`src/rtl/load_store_unit.sv`:
```
// RV32I load/store unit between execute and a word-wide data memory.
// Sub-word stores use read-modify-write; illegal accesses complete with resp_err and never touch memory.
module load_store_unit #(
    parameter int DEPTH  = 256,
    parameter int MEM_AW = 8
) (
    input  logic        clk,
    input  logic        reset,
    input  logic        req_valid,
    input  logic        req_we,
    input  logic [2:0]  req_funct3,
    input  logic [31:0] req_addr,
    input  logic [31:0] req_wdata,
    output logic        ready,
    output logic        resp_valid,
    output logic [31:0] resp_data,
    output logic        resp_err,
    output logic [31:0] mem_addr,
    output logic [31:0] mem_wdata,
    output logic        mem_wr,
    input  logic [31:0] mem_rdata
);

    typedef enum logic [2:0] {
        S_IDLE,
        S_LOAD,
        S_RMW_RD,
        S_WRITE,
        S_ERR,
        S_DONE
    } state_t;

    state_t              state_q, state_d;
    logic [2:0]          f3_q, f3_d;
    logic [MEM_AW+1:0]   addr_q, addr_d;
    logic [31:0]         wdata_q, wdata_d;
    logic [31:0]         data_q, data_d;
    logic [31:0]         old_q, old_d;
    logic                err_q, err_d;
    logic                resp_valid_q, resp_valid_d;
    logic [31:0]         resp_data_q, resp_data_d;
    logic                resp_err_q, resp_err_d;

    function automatic logic req_error(input logic we, input logic [2:0] f3, input logic [31:0] addr);
        logic bad;
        bad = (f3 == 3'b011) || (f3[2:1] == 2'b11) || (we && f3[2]);
        if (f3[1:0] == 2'b01 && addr[0])
            bad = 1'b1;
        if (f3[1:0] == 2'b10 && addr[1:0] != 2'b00)
            bad = 1'b1;
        if ({2'b00, addr[31:2]} >= 32'(DEPTH))
            bad = 1'b1;
        return bad;
    endfunction

    // Alignment is already guaranteed, so shifting the lane down to bit 0 works for every width.
    function automatic logic [31:0] load_extend(input logic [31:0] word, input logic [2:0] f3,
                                                input logic [1:0] off);
        logic [31:0] sh;
        sh = word >> {off, 3'b000};
        case (f3)
            3'b000:  return {{24{sh[7]}}, sh[7:0]};
            3'b001:  return {{16{sh[15]}}, sh[15:0]};
            3'b100:  return {24'h0, sh[7:0]};
            3'b101:  return {16'h0, sh[15:0]};
            default: return sh;
        endcase
    endfunction

    function automatic logic [31:0] store_merge(input logic [31:0] old, input logic [31:0] wdata,
                                                input logic [1:0] size, input logic [1:0] off);
        logic [31:0] mask;
        logic [31:0] data;
        case (size)
            2'b00: begin
                mask = 32'h0000_00FF << {off, 3'b000};
                data = {4{wdata[7:0]}};
            end
            2'b01: begin
                mask = 32'h0000_FFFF << {off[1], 4'b0000};
                data = {2{wdata[15:0]}};
            end
            default: begin
                mask = 32'hFFFF_FFFF;
                data = wdata;
            end
        endcase
        return (old & ~mask) | (data & mask);
    endfunction

    always_comb begin
        state_d      = state_q;
        f3_d         = f3_q;
        addr_d       = addr_q;
        wdata_d      = wdata_q;
        data_d       = data_q;
        old_d        = old_q;
        err_d        = err_q;
        resp_valid_d = 1'b0;
        resp_data_d  = 32'h0;
        resp_err_d   = 1'b0;
        case (state_q)
            S_IDLE: begin
                if (req_valid) begin
                    f3_d    = req_funct3;
                    addr_d  = req_addr[MEM_AW+1:0];
                    wdata_d = req_wdata;
                    data_d  = 32'h0;
                    err_d   = req_error(req_we, req_funct3, req_addr);
                    if (err_d)
                        state_d = S_ERR;
                    else if (!req_we)
                        state_d = S_LOAD;
                    else if (req_funct3[1:0] == 2'b10)
                        state_d = S_WRITE;
                    else
                        state_d = S_RMW_RD;
                end
            end
            S_LOAD: begin
                data_d  = load_extend(mem_rdata, f3_q, addr_q[1:0]);
                state_d = S_DONE;
            end
            S_RMW_RD: begin
                old_d   = mem_rdata;
                state_d = S_WRITE;
            end
            S_WRITE: state_d = S_DONE;
            S_ERR:   state_d = S_DONE;
            S_DONE:  state_d = S_IDLE;
            default: state_d = S_IDLE;
        endcase
        // Response registers load on entry to DONE so they are valid exactly during DONE.
        if (state_d == S_DONE) begin
            resp_valid_d = 1'b1;
            resp_data_d  = data_d;
            resp_err_d   = err_q;
        end
    end

    always_ff @(posedge clk or posedge reset) begin
        if (reset) begin
            state_q      <= S_IDLE;
            f3_q         <= 3'b000;
            addr_q       <= '0;
            wdata_q      <= 32'h0;
            data_q       <= 32'h0;
            old_q        <= 32'h0;
            err_q        <= 1'b0;
            resp_valid_q <= 1'b0;
            resp_data_q  <= 32'h0;
            resp_err_q   <= 1'b0;
        end else begin
            state_q      <= state_d;
            f3_q         <= f3_d;
            addr_q       <= addr_d;
            wdata_q      <= wdata_d;
            data_q       <= data_d;
            old_q        <= old_d;
            err_q        <= err_d;
            resp_valid_q <= resp_valid_d;
            resp_data_q  <= resp_data_d;
            resp_err_q   <= resp_err_d;
        end
    end

    assign ready      = (state_q == S_IDLE);
    assign mem_wr     = (state_q == S_WRITE);
    assign mem_addr   = {{(32-MEM_AW){1'b0}}, addr_q[MEM_AW+1:2]};
    assign mem_wdata  = store_merge(old_q, wdata_q, f3_q[1:0], addr_q[1:0]);
    assign resp_valid = resp_valid_q;
    assign resp_data  = resp_data_q;
    assign resp_err   = resp_err_q;

endmodule

```
`config.mk`:
```
export PLATFORM = sky130hd
export DESIGN_NAME = load_store_unit
export DESIGN_NICKNAME = d
export VERILOG_FILES = /design/src/rtl/load_store_unit.sv
export SDC_FILE = /design/constraint.sdc
export NUM_CORES = 1
export LEC_CHECK = 0
export BUFFER_PORTS_ARGS = -buffer_cell sky130_fd_sc_hd__buf_2
export CORE_MARGIN = 4
export CORE_UTILIZATION = 40
export DETAILED_ROUTE_END_ITERATION = 10
export PLACE_DENSITY_LB_ADDON = 0.3
export RECOVER_POWER = 25
export SYNTH_ARGS = -nofsm -noshare
export SYNTH_HDL_FRONTEND = slang
export SYNTH_SLANG_ARGS = --single-unit
```
`constraint.sdc`:
```
create_clock -name clk -period 5.16 [get_ports clk]
set_input_delay 0.516 -clock clk [delete_from_list [all_inputs] [get_ports clk]]
set_output_delay 0.516 -clock clk [all_outputs]
set_load 0.01 [all_outputs]
```
-- Yosys cells after proc, flatten, opt, wreduce, memory -nomap -nowiden
Cells that the tools add are included.
- bits of input ports: 103
- bits in registers: 147
- magnitude comparators: 1
- mux-type cells: 18
- reductions and logical operators: 11
- eq/ne operators: 13
- shifts and indexed selects: 3
- bitwise operators: 4
- operators by type and width (operator ; number):
    $pmux 32 s2 ; 3
    $pmux 32 s4 ; 1
    $and 32x32->32 ; 2
    $mux 32 ; 2
    $not 32->32 ; 1
    $or 32x32->32 ; 1
    $shl 16x5->32 const A ; 1
    $shl 8x5->32 const A ; 1
    $shr 32x5->32 ; 1
    $ge 30x9->1 const B ; 1
    $eq 3x3->1 const B ; 4
    $eq 3x2->1 const B ; 3
    $pmux 3 s3 ; 1
    $mux 1 ; 8
    $eq 3x1->1 const B ; 2
    $logic_not 3->1 ; 2
    $mux 3 ; 2
    $eq 2x1->1 const B ; 2
    $eq 2x2->1 const B ; 2
    $logic_and 1x1->1 ; 3
    $reduce_or 3->1 ; 1
    $logic_not 2->1 ; 1
    $logic_or 1x1->1 ; 2
    $mux 2 ; 1
    2 further kinds ; 2

-- Depth between registers and ports, before layout
- depth after elaboration: 13
- gate-level depth with buffers: 7
- mapped depth without buffers: 4

-- Worst setup path before layout
OpenSTA, ideal clock, no wires.
- path type: flip-flop to output port
- start point: reg addr_q[0]
- end point: out mem_wdata[24]
- stages on the path, launching flop included: 7
- setup slack: 3.196 ns
- arrival time: 1.448 ns
- data required time: 4.644 ns
- buffers on the path: 2
- path through: dfrtp_1 -> buf_6 -> or2_1 -> a21oi_1 -> buf_2 -> nand2_1 -> o21ai_0
- word-level cells in the longest chain between the ends: 5
- RTL lines (what ; RTL line ; RTL):
    start, declared ; 35 ; logic [MEM_AW+1:0] addr_q, addr_d;
    start signal, assigned ; 156 ; addr_q <= addr_d;
    $shl 8x5->32 * ; 76 ; mask = 32'h0000_00FF << {off, 3'b000};
    $pmux 32 s2 * ; 74 ; case (size)
    $not 32->32 ; 88 ; return (old & ~mask) | (data & mask);
    $and 32x32->32 ; 88 ;
    $or 32x32->32 * ; 88 ;
    end, declared ; 19 ; output logic [31:0] mem_wdata,
Every way passes the cells marked *; elsewhere a longest branch is shown, timed or not.

-- Final worst setup path
- start point: reg f3_q[0]
- end point: out mem_wdata[31]
- word-level cells in the longest chain between the ends: 5
- RTL lines (what ; RTL line ; RTL):
    start, declared ; 34 ; logic [2:0] f3_q, f3_d;
    start signal, assigned ; 144 ; f3_q <= 3'b000;
    start signal, assigned ; 155 ; f3_q <= f3_d;
    $eq 2x1->1 or $logic_not 2->1 (tied branches) ; 74 ;
    $pmux 32 s2 ; 74 ;
    $not 32->32 ; 88 ;
    $and 32x32->32 ; 88 ;
    $or 32x32->32 * ; 88 ;
Marks and branches as above.

==> impl_metrics.yaml <==
power:
  combPwrFrac_pct: 42.5
  vdd_drop_max_mv: 0.3291
  swShare_pct: 39.70
  seq_power_share_pct: 33.8
  pwr-share-clk_pct: 23.7
  power.leakage_nw: 4.342
  powerDensity_nw_per_um2: 626.9
  p_int_w: 0.003229
  p_sw_w: 0.002126
sta:
  hold_viol: 0
  drv_slew: 0
  worstMarginPinSlew_ps: 1121
  fin_ws_ps: 1786
  slew_headroom_pct: 25.27
  finalSetupViolCount: 0
  skew_ps: 4.313
  fin_setup_tns_ps: 0
  fin_crit_sh_pct: 65.39
  rsz0062_at_grt: "no"
  max_freq_mhz: 296.4
  fin_crit_ps: 3374
drt:
  drc: 0
  ant_nets: 0
  first_iter_violations: 267
  dr.pass1.iters: 5
  routed_wl_um: 18580
  dr_total_vias: 5188
  post_drt_wl_per_cell_um: 18.20
  viasPerCell: 5.081
job:
  maxCapViolCount: 0
synth:
  avgSynthCellArea_um2: 11.28
  ys.flop_type: "dfrtp_1"
  synth_area_um2: 7028
  synth.distinct_cells: 54
  synth_edf_count: 0
  synth_area_leaders: "dfrtp_1 (52%), mux2_2 (14%), mux2i_1 (4.7%)"
  syn_inst: 623
  synth-seq-cells: 147
  ys_warn_count: 0
  yosysTopAreaCell: "dfrtp_1"
  async_flop_share_pct: 100.0
  ys_seq_area_share_pct: 52.34
  synth_top_area_share_pct: 52.34
floorplan:
  pin_count: 203
  start_util_pct: 40.77
  core_area_um2: 17240
  rows: 48
  fp.dieH_um: 140.6
  dieArea_um2: 19750
  die_w_um: 140.6
grt:
  grt_overflow: 0
  grt_max_degree: 105
  antenna_found_initial: 0
  grt_pass1_wl_um: 29370
  grt_pass1_vias: 5104
  track_usage_pct: 19.05
cells_and_area:
  antennaDiodeCount: 0
  area_delta_synth_final_pct: 21.52
  fin_area_um2: 8541
  final_nets: 886
  final_common_cell: "buf_2"
  mostFrequentLayoutCells: "buf_2 (177), dfrtp_1 (147), mux2_2 (90)"
  final_layout_size_suffix_gt1_share_pct: 41.08
clock_network:
  ctsRootBufferMaster: "clkbuf_16"
  clockBufferDepth: 2
  post_cts_resized: 0
  postCtsSetupBuffers: 0
  clk_pin_slew_ps: 60
  cts_hold_repair.buffers: 0
  cts_tree: "yes"
  insertion_delay_ps: 420
  clock-sinks: 147
  htreeDepth: 4
  numCtsBuffers: 17
placement:
  gp_congestion: 0.8065
  hpwl_um: 13760
  dp_worst_setup_slack_ps: 2209
  io_buffers: 178
  place_area_um2: 7923
setup_path:
  end_kind: "output pin"
  crit_type: "register to output pin"
  r2r-end: "resp_data[23]"
  crit_path_start: "f3_q[0]"
  setup.worst_path.start_class: "register"
  reg2reg_from: "state_q[2]"
  worstPathArrival_ps: 2860
  r2r_cells: 6
  crit_end: "mem_wdata[31]"
  path_max_fanout: 17
  required_ps: 4640
  ff2ff_setup_slack_ps: 2820
hold_path:
  hold_path_class: "input port to asynchronous set/reset pin"
run_status:
  outcome: "finished, final reports clean"
synthesized netlist by cell type (3+ instances only):
cell,instances
a21o_1,3
a21oi_1,14
a22oi_1,14
a31oi_1,8
buf_2,23
buf_4,32
buf_6,5
clkbuf_1,9
dfrtp_1,147
inv_1,20
mux2_2,90
mux2i_1,33
nand2_1,88
nand2b_1,3
nand3_1,10
nor2_1,19
nor3_1,4
nor4_1,5
o211ai_1,6
o21ai_0,34
o21ai_1,14
o221ai_1,7
cells by family (layout without fill, tap and decap cells):
family,count (synthesis),after routing,synth area share [%]
flops,147,147,52.34
simple gates,146,146,9.899
mux,124,124,19.44
compound gates,113,113,10.56
buf+inv,90,240,7.459
xor+xnor,2,2,0.2493
other cells,1,24,0.05336
state kept, by name, indices dropped and copies added, names as in the netlist:
| name | flops |
|---|---|
| resp_valid | 1 |
| err_q | 1 |
| resp_err | 1 |
| state_q | 3 |
| data_q | 32 |
| wdata_q | 32 |
| old_q | 32 |
| resp_data | 32 |
| f3_q | 3 |
| addr_q | 10 |
metrics by stage:
step / hold WS [ps] / cells / power, W / util (%)
after floorplan: 435.0 / 646 / 0.003395 / -
final: 298.4 / 1021 / 0.005354 / 49.55
after CTS: 299.0 / 1021 / 0.005406 / 49.56
after detailed placement: 452.9 / 989 / 0.004122 / 45.96
after global routing: 301.5 / 1021 / 0.005722 / 49.55
after global placement: 447.6 / 989 / 0.004085 / 45.96
routing by layer:
metal	GRT usage (%)	vias to the layer above	part of all wire (%)
li1	-	2460	-
met1	27.04	2539	46
met2	29.31	169	48
met3	4.097	20	4.8
met4	5.966	0	1.5
met5	0	-	0
how the worst min path moves through the flow:
| stage | slack, ps | endpoint | startpoint |
|---|---|---|---|
| after floorplan | 440 | data_q[10] | data_q[10] |
| after global routing | 300 | wdata_q[17] | req_wdata[17] |
| after CTS | 300 | wdata_q[20] | req_wdata[20] |
| after global placement | 450 | data_q[14] | data_q[14] |
| after detailed placement | 450 | data_q[11] | data_q[11] |
| final | 300 | err_q | reset |
power groups by stage:
stage,logic [W],clock network [W],registers (W)
6_report,0.00228,0.00127,0.00181
5_1_grt,0.00250,0.00136,0.00186
4_1_cts,0.00230,0.00130,0.00181
3_5_place_dp,0.00229,0,0.00183
3_3_place_gp,0.00226,0,0.00182
2_1_floorplan,0.00165,0,0.00175
area by class of cell:
type                       count  area (um2)
multi-input combinational    409        2920
clock buffer                  17       425.4
clock inverter                15       193.9
tap                          225       281.5
sequential                   147        3679
inverter                      21       83.83
timing repair buffer         187       957.2
fill                        1585        8696
worst max-delay path, cell delays in order (launching register included):
cell and delay, ps:
dfrtp_1 650, or2_1 370, a21oi_1 890, nor3_1 100
a221o_1 290, buf_2 150
(Power assumes the default switching activity.)
